--- src/rtl/mem_arbiter.sv ---
// Shares one memory port between fetch and data; issue is combinational, responses are registered (1 cycle).
// A rejected requester (mem2proc_response==0) sees ready=0 and must hold; no retry state is kept here.
module mem_arbiter #(
  parameter int XLEN         = 32,
  parameter int NUM_TAGS     = 15,
  parameter int STARVE_LIMIT = 4
) (
  input  logic            clock,
  input  logic            reset,
  input  logic            if_req_valid,
  input  logic [XLEN-1:0] if_req_addr,
  output logic            if_req_ready,
  input  logic            dm_req_valid,
  input  logic            dm_req_store,
  input  logic [XLEN-1:0] dm_req_addr,
  input  logic [63:0]     dm_req_data,
  output logic            dm_req_ready,
  input  logic            flush,
  output logic [1:0]      proc2mem_command,
  output logic [XLEN-1:0] proc2mem_addr,
  output logic [63:0]     proc2mem_data,
  input  logic [3:0]      mem2proc_response,
  input  logic [63:0]     mem2proc_data,
  input  logic [3:0]      mem2proc_tag,
  output logic            if_resp_valid,
  output logic [63:0]     if_resp_data,
  output logic            dm_resp_valid,
  output logic [63:0]     dm_resp_data,
  output logic            tag_err
);

  localparam int TAG_W = 4;
  localparam int NT    = 1 << TAG_W;
  localparam int SW    = $clog2(STARVE_LIMIT + 1);
  localparam logic [TAG_W-1:0] MAX_TAG = TAG_W'(NUM_TAGS);
  localparam logic [SW-1:0]    SLIMIT  = SW'(STARVE_LIMIT);
  localparam logic OWN_IF = 1'b0;
  localparam logic OWN_DM = 1'b1;

  typedef enum logic [1:0] {
    BUS_NONE  = 2'd0,
    BUS_LOAD  = 2'd1,
    BUS_STORE = 2'd2
  } bus_cmd_e;

  typedef struct packed {
    logic valid;
    logic owner;
    logic stale;
  } tag_ent_t;

  tag_ent_t      tbl [NT];
  tag_ent_t      rsp_ent;
  logic [SW-1:0] streak;
  logic          grant_if, grant_dm, accepted, alloc;
  logic          rsp_hit, rsp_untracked, if_deliver, dm_deliver;
  bus_cmd_e      cmd;

  always_comb begin
    grant_dm         = 1'b0;
    grant_if         = 1'b0;
    cmd              = BUS_NONE;
    proc2mem_addr    = '0;
    proc2mem_data    = '0;
    if (!reset) begin
      // data normally wins; fetch takes over once it has lost STARVE_LIMIT times in a row
      grant_dm = dm_req_valid && (!if_req_valid || streak != SLIMIT);
      grant_if = if_req_valid && !grant_dm;
    end
    accepted     = (mem2proc_response != '0);
    if_req_ready = grant_if && accepted;
    dm_req_ready = grant_dm && accepted;
    if (grant_dm) begin
      cmd           = dm_req_store ? BUS_STORE : BUS_LOAD;
      proc2mem_addr = dm_req_addr;
      proc2mem_data = dm_req_store ? dm_req_data : 64'd0;
    end else if (grant_if) begin
      cmd           = BUS_LOAD;
      proc2mem_addr = if_req_addr;
    end
    proc2mem_command = cmd;
    alloc = (if_req_ready || (dm_req_ready && !dm_req_store)) && (mem2proc_response <= MAX_TAG);
  end

  always_comb begin
    rsp_ent       = tbl[mem2proc_tag];
    rsp_hit       = (mem2proc_tag != '0) && (mem2proc_tag <= MAX_TAG) && rsp_ent.valid;
    rsp_untracked = (mem2proc_tag != '0) && !rsp_hit;
    if_deliver    = rsp_hit && (rsp_ent.owner == OWN_IF) && !rsp_ent.stale && !flush;
    dm_deliver    = rsp_hit && (rsp_ent.owner == OWN_DM);
  end

  // Per-entry order: retire the returning tag, squash live fetches, then allocate (allocate wins).
  always_ff @(posedge clock or posedge reset) begin
    if (reset) begin
      for (int t = 0; t < NT; t++) tbl[t] <= '0;
    end else begin
      for (int t = 1; t < NT; t++) begin
        if (rsp_hit && mem2proc_tag == TAG_W'(t))
          tbl[t].valid <= 1'b0;
        else if (flush && tbl[t].valid && tbl[t].owner == OWN_IF)
          tbl[t].stale <= 1'b1;
        if (alloc && mem2proc_response == TAG_W'(t))
          tbl[t] <= '{valid: 1'b1, owner: grant_dm, stale: 1'b0};
      end
    end
  end

  always_ff @(posedge clock or posedge reset) begin
    if (reset)
      streak <= '0;
    else if (!if_req_valid || if_req_ready)
      streak <= '0;
    else if (dm_req_ready && streak != SLIMIT)
      streak <= streak + SW'(1);
  end

  always_ff @(posedge clock or posedge reset) begin
    if (reset) begin
      if_resp_valid <= 1'b0;
      if_resp_data  <= '0;
      dm_resp_valid <= 1'b0;
      dm_resp_data  <= '0;
      tag_err       <= 1'b0;
    end else begin
      if_resp_valid <= if_deliver;
      dm_resp_valid <= dm_deliver;
      if (if_deliver) if_resp_data <= mem2proc_data;
      if (dm_deliver) dm_resp_data <= mem2proc_data;
      if (rsp_untracked) tag_err <= 1'b1;
    end
  end

endmodule

--- config.mk ---
export PLATFORM = sky130hd
export DESIGN_NAME = mem_arbiter
export DESIGN_NICKNAME = d
export VERILOG_FILES = /design/src/rtl/mem_arbiter.sv
export SDC_FILE = /design/constraint.sdc
export NUM_CORES = 1
export LEC_CHECK = 0
export BUFFER_PORTS_ARGS = -buffer_cell sky130_fd_sc_hd__buf_4
export CAP_MARGIN = 20
export CORE_AREA = 2 2 170 172
export CTS_BUF_LIST = sky130_fd_sc_hd__clkbuf_8
export DETAILED_ROUTE_END_ITERATION = 10
export DIE_AREA = 0 0 172 174
export GPL_TIMING_DRIVEN = 0
export HOLD_SLACK_MARGIN = 0.02
export SLEW_MARGIN = 0
export SYNTH_ARGS = -nofsm -noshare
export SYNTH_HDL_FRONTEND = slang
export SYNTH_SLANG_ARGS = --single-unit
--- constraint.sdc ---
create_clock -name clock -period 8.4 [get_ports clock]
set_input_delay 1.26 -clock clock [delete_from_list [all_inputs] [get_ports clock]]
set_output_delay 1.26 -clock clock [all_outputs]
set_load 0.02 [all_outputs]
== Word level (Yosys, flattened, before mapping) ==
Index checks and enable logic that the tools add are counted.
Storage, ports and cells
  output and inout bits: 231
  logic and storage cells: 323
  bits in registers: 179
  input bits: 206
Operators by class
  equal/unequal tests: 46
  magnitude comparators: 3
  bitwise operators: 17
  muxes and demuxes: 74
  reduce and logical (&&, ||, !) cells: 131
  add/sub/neg operators: 1
Operator list (number)
  64-bit 2-to-1 mux: 2
  1-bit logical AND: 74
  4-bit == test, second input constant: 16
  32-bit 2-to-1 mux: 2
  2-bit nonzero test: 31
  3-bit 2-to-1 mux: 19
  1-bit 2-to-1 mux: 48
  4-bit by 3-bit == test with 1-bit output, second input constant: 8
  2-bit by 1-bit != test with 1-bit output, second input constant: 15
  2-bit AND reduction: 15
  4-bit by 2-bit == test with 1-bit output, second input constant: 4
  1-bit NOT: 16
  3-bit binary-select mux with 4-bit select: 1
  4-bit by 1-bit == test with 1-bit output, second input constant: 2
  4-bit less-or-equal comparator, second input constant: 2
  4-bit nonzero test: 2
  1-bit logical NOT: 6
  5-bit greater-or-equal comparator, second input constant: 1
  4-bit NOT with 5-bit output: 1
  2-bit 2-to-1 mux: 2
  3-bit by 1-bit adder with 3-bit output, second input constant: 1
  1-bit logical OR: 3
  3-bit != test, second input constant: 1

== Depth between registers and ports, before layout ==
  depth after elaboration: 12
  depth in mapped cells: 9
  mapped depth without buffers: 7

== Worst setup path after synthesis ==
No wires, ideal clock.
  path kind: input -> output
  start point: in reset
  end point: out proc2mem_addr[22]
  stages on the path: 5
  required time: 7.140 ns
  buffers on the path: 2
  slack: 0.712 ns
  data arrival time: 6.428 ns
  cells stage by stage: inv_1 > o211a_1 > clkbuf_1 > buf_1 > a22o_1
On the way
  word-level cells in the longest chain between the ends: 3
  elaborated cells on any way between the ends: 4
  those cells by class: mux: 4
RTL lines
  from (decl): line 9  | input logic reset,
  1-bit 2-to-1 mux: line 65  | if (!reset) begin
  32-bit 2-to-1 mux: line 77  | end else if (grant_if) begin
  32-bit 2-to-1 mux (*): line 73  | if (grant_dm) begin
  to (decl): line 20  | output logic [XLEN-1:0] proc2mem_addr,
Mark *: on every way between the ends. The rest lies on a longest branch, timed or not.

== Worst setup path in the final report ==
  start point: in reset
  end point: out proc2mem_addr[19]
Same word-level chain as after synthesis.

==> impl_results.md <==
- Fin area: 12300 um^2
- Core area: between 20000 and 30000 um^2
- Netlist cell types: 40
- Bufs on Longest Clock Path: 2
- Vias/cell: around 4.7
- R2R Path Start: streak[0]$_DFFE_PP0P_
- RSZ-0062 raised after global routing: false
- Setup Fix Bufs, Post-CTS: 0
- Max Clk Rate: 211 MHz
- Final period demand of the worst path: 4.75 ns
- Largest net degree at the start of global routing: 119
- I/O pin total: ~440
- Row count: just over 60
- Final Setup Violations: 0
- H-Tree Depth: 4
- Share of cells above drive strength 1: 0.550
- Antenna-violating nets left: 0
- CP max FO: 66
- Clk Latency, worst-skew pair: about 0.46 ns
- WL/cell: between 15 and 20 um
- Die Y: ~170 um
- Setup CP Type: in2out
- Routed wire length: approximately 28000 um
- Critical Path End Type: output pin
- CTS tree: yes
- Endpoints failing hold: 0
- Die area: around 30000 um^2
- Worst setup SP type: input pin
- TritonRoute pass-1 iters: 4
- First-pass GRT wire length: ~41000 um
- Area of the mapped netlist: 8160 um^2
- Reg2Reg Depth: 7
- Status: finished, final reports clean
- Gpl congestion: around 0.9
- Non-Filler Instances: 1476
- DR iter-0 viols: 290
- Critical path arrival: approximately 3.5 ns
- Synth Register Bits: 179
- Vias in the first global route: ~7000
- Ys async rst share: 1.00
- Final Cycle Share: 0.565
- Reg2Reg Setup Slack: between 5 and 6 ns
- Total CTS buffers: 17
- Max-slew headroom: 0.480
- Vias after detailed routing: 6938
- P&R area growth vs syn: 51.1%
- Hold slack: approximately 0.49 ns
- Total number of yosys warnings: 3
- Multi-input logic area: roughly 3300 um^2
- Pleak: around 6.2 nW
- EDFF count, synth: 0
- End of the worst hold path: tag_err$_DFFE_PP0P_
- Total GRT Usage: 0.184
- Port bufs: roughly 430
- Dpl hpwl: between 20000 and 25000 um
- Die width: roughly 170 um
- Hold path cells: 1
- Root buffer cell: clkbuf_8
- FILL cells: approximately 2800
- Max Clock Skew: 0.0149 ns
- Initial Util: 0.289
- Worst-Margin Slew: approximately 0.77 ns
- Synth Flop Type: dfrtp_1
- Max-cap check violation count: 0
- Global route overflow: 0
- PwrDens: 270 nW/um^2
- Post-route DRC: 0
- Post-Place Cells: roughly 1400
- Register area: between 4000 and 5000 um^2
- Slew Limit Fails: 0
- CTS clk-pin slew, worst paths: 0.09 ns
- Class of the worst hold path: reg2reg
- Syn avg cell area: around 13 um^2
- Final Util: 0.437
- Layout Nets: 1286
- CTS Hold Buffers Added: 0
- Syn_nets: between 800 and 900
- Worst R2R End: tbl[28]$_DFFE_PP0P_
- CTS sink cnt: ~180
- Hold path start: tag_err$_DFFE_PP0P_
- Synth Instances: around 630
- Post-DP Area: 11900 um^2
- CP required: between 7 and 8 ns
- TNS Setup: 0 ns
- Initial antenna violation count: 1
- Quantity of gates resized following cts: 0
- Worst vdd ir: about 94 uV
- Seq/Total Area, Yosys: 0.549
power breakdown:
part           internal [mW]  switching [mW]  leakage [nW]  total, mW
clock                  0.297           0.313         0.208      0.610
combinational          0.674           0.709          3.84       1.38
sequential              1.17           0.164          2.15       1.34
state kept, by name, indices dropped and copies added, names as in the netlist:
signal and flops:
if_resp_valid 1, dm_resp_data 64, tbl 45, if_resp_data 64, dm_resp_valid 1, streak 3
tag_err 1
synth_stat cells (all sizes together) (3+ instances only):
master / instances / area share
a221oi: 3 / 0.0032
a22o: 32 / 0.034
a31oi: 11 / 0.0084
and3: 64 / 0.049
buf: 20 / 0.022
clkbuf: 25 / 0.011
dfrtp: 179 / 0.55
inv: 20 / 0.0092
mux2: 146 / 0.20
mux2i: 3 / 0.0037
mux4: 9 / 0.025
nand2: 11 / 0.0051
nand2b: 9 / 0.0069
nand4: 3 / 0.0023
nor2: 25 / 0.011
nor2b: 4 / 0.0031
nor3: 8 / 0.0049
nor4: 4 / 0.0031
o21a: 15 / 0.014
o21ai: 5 / 0.0031
or2: 13 / 0.010
placed cells by master, fill, tap and decap left out, types with 11 or more instances in the layout:
| cell type | Yosys | routed |
|---|---|---|
| a31oi_1 | 11 | 11 |
| buf_6 | 13 | 13 |
| clkbuf_8 | 0 | 21 |
| mux2_2 | 96 | 96 |
| a22o_1 | 32 | 32 |
| and3_1 | 64 | 64 |
| dfrtp_1 | 179 | 179 |
| inv_1 | 20 | 21 |
| buf_4 | 1 | 432 |
| or2_2 | 12 | 12 |
| nand2_1 | 11 | 11 |
| o21a_1 | 15 | 15 |
| mux2_1 | 50 | 50 |
| clkbuf_1 | 25 | 25 |
| nor2_1 | 25 | 25 |
how the worst max path moves through the flow:
stage / start / to / slack [ns]
after global routing: reset / proc2mem_addr[13] / 3.42
after floorplan: reset / proc2mem_addr[22] / 0.71
after CTS: reset / proc2mem_addr[19] / 3.56
after global placement: reset / proc2mem_addr[16] / -1.82
after detailed placement: reset / proc2mem_addr[19] / 3.55
final: reset / proc2mem_addr[19] / 3.65
cell type report:
| class | count | share of cell area |
|---|---|---|
| Sequential cell | 179 | 0.363 |
| Multi-Input combinational cell | 383 | 0.270 |
| Timing Repair Buffer | 432 | 0.265 |
| Tap cell | 384 | 0.0390 |
| Clock buffer | 21 | 0.0234 |
| Buffer | 45 | 0.0224 |
| Clock inverter | 11 | 0.0101 |
| Inverter | 20 | 0.00670 |
| Antenna cell | 1 | 0.000203 |
routing by layer:
layer	GRT usage	routed length, um	vias to the layer above
met5	0	0	-
met4	0.0875	1190	0
met3	0.0581	2390	49
met2	0.330	14300	332
met1	0.194	10200	3386
li1	-	-	3171
per-stage QoR:
stage	power [mW]	setup slack (ns)
after floorplan	2.06	0.712
after global placement	2.73	-1.82
after detailed placement	2.76	3.55
after CTS	3.38	3.56
after global routing	3.52	3.42
final	3.33	3.65
logic make-up (layout without fill, tap and decap cells):
| group | Yosys count | count (layout) | share of synthesized area |
|---|---|---|---|
| buffers and inverters | 65 | 529 | 0.0431 |
| AND/OR/NAND/NOR | 149 | 149 | 0.104 |
| other | 0 | 1 | 0 |
| flip-flops | 179 | 179 | 0.549 |
| XOR/XNOR | 2 | 2 | 0.00215 |
| adder cells (fa/ha/maj) | 2 | 2 | 0.00307 |
| multiplexers | 158 | 158 | 0.230 |
| AO/OA/AOI/OAI | 72 | 72 | 0.0685 |
critical path: stages:
cell	delay, ns
buf_4	0.15
inv_8	0.31
o211a_1	0.38
clkbuf_1	0.56
clkbuf_1	0.46
a22o_1	0.20
buf_4	0.16
Power figures use the tool's default switching activity.
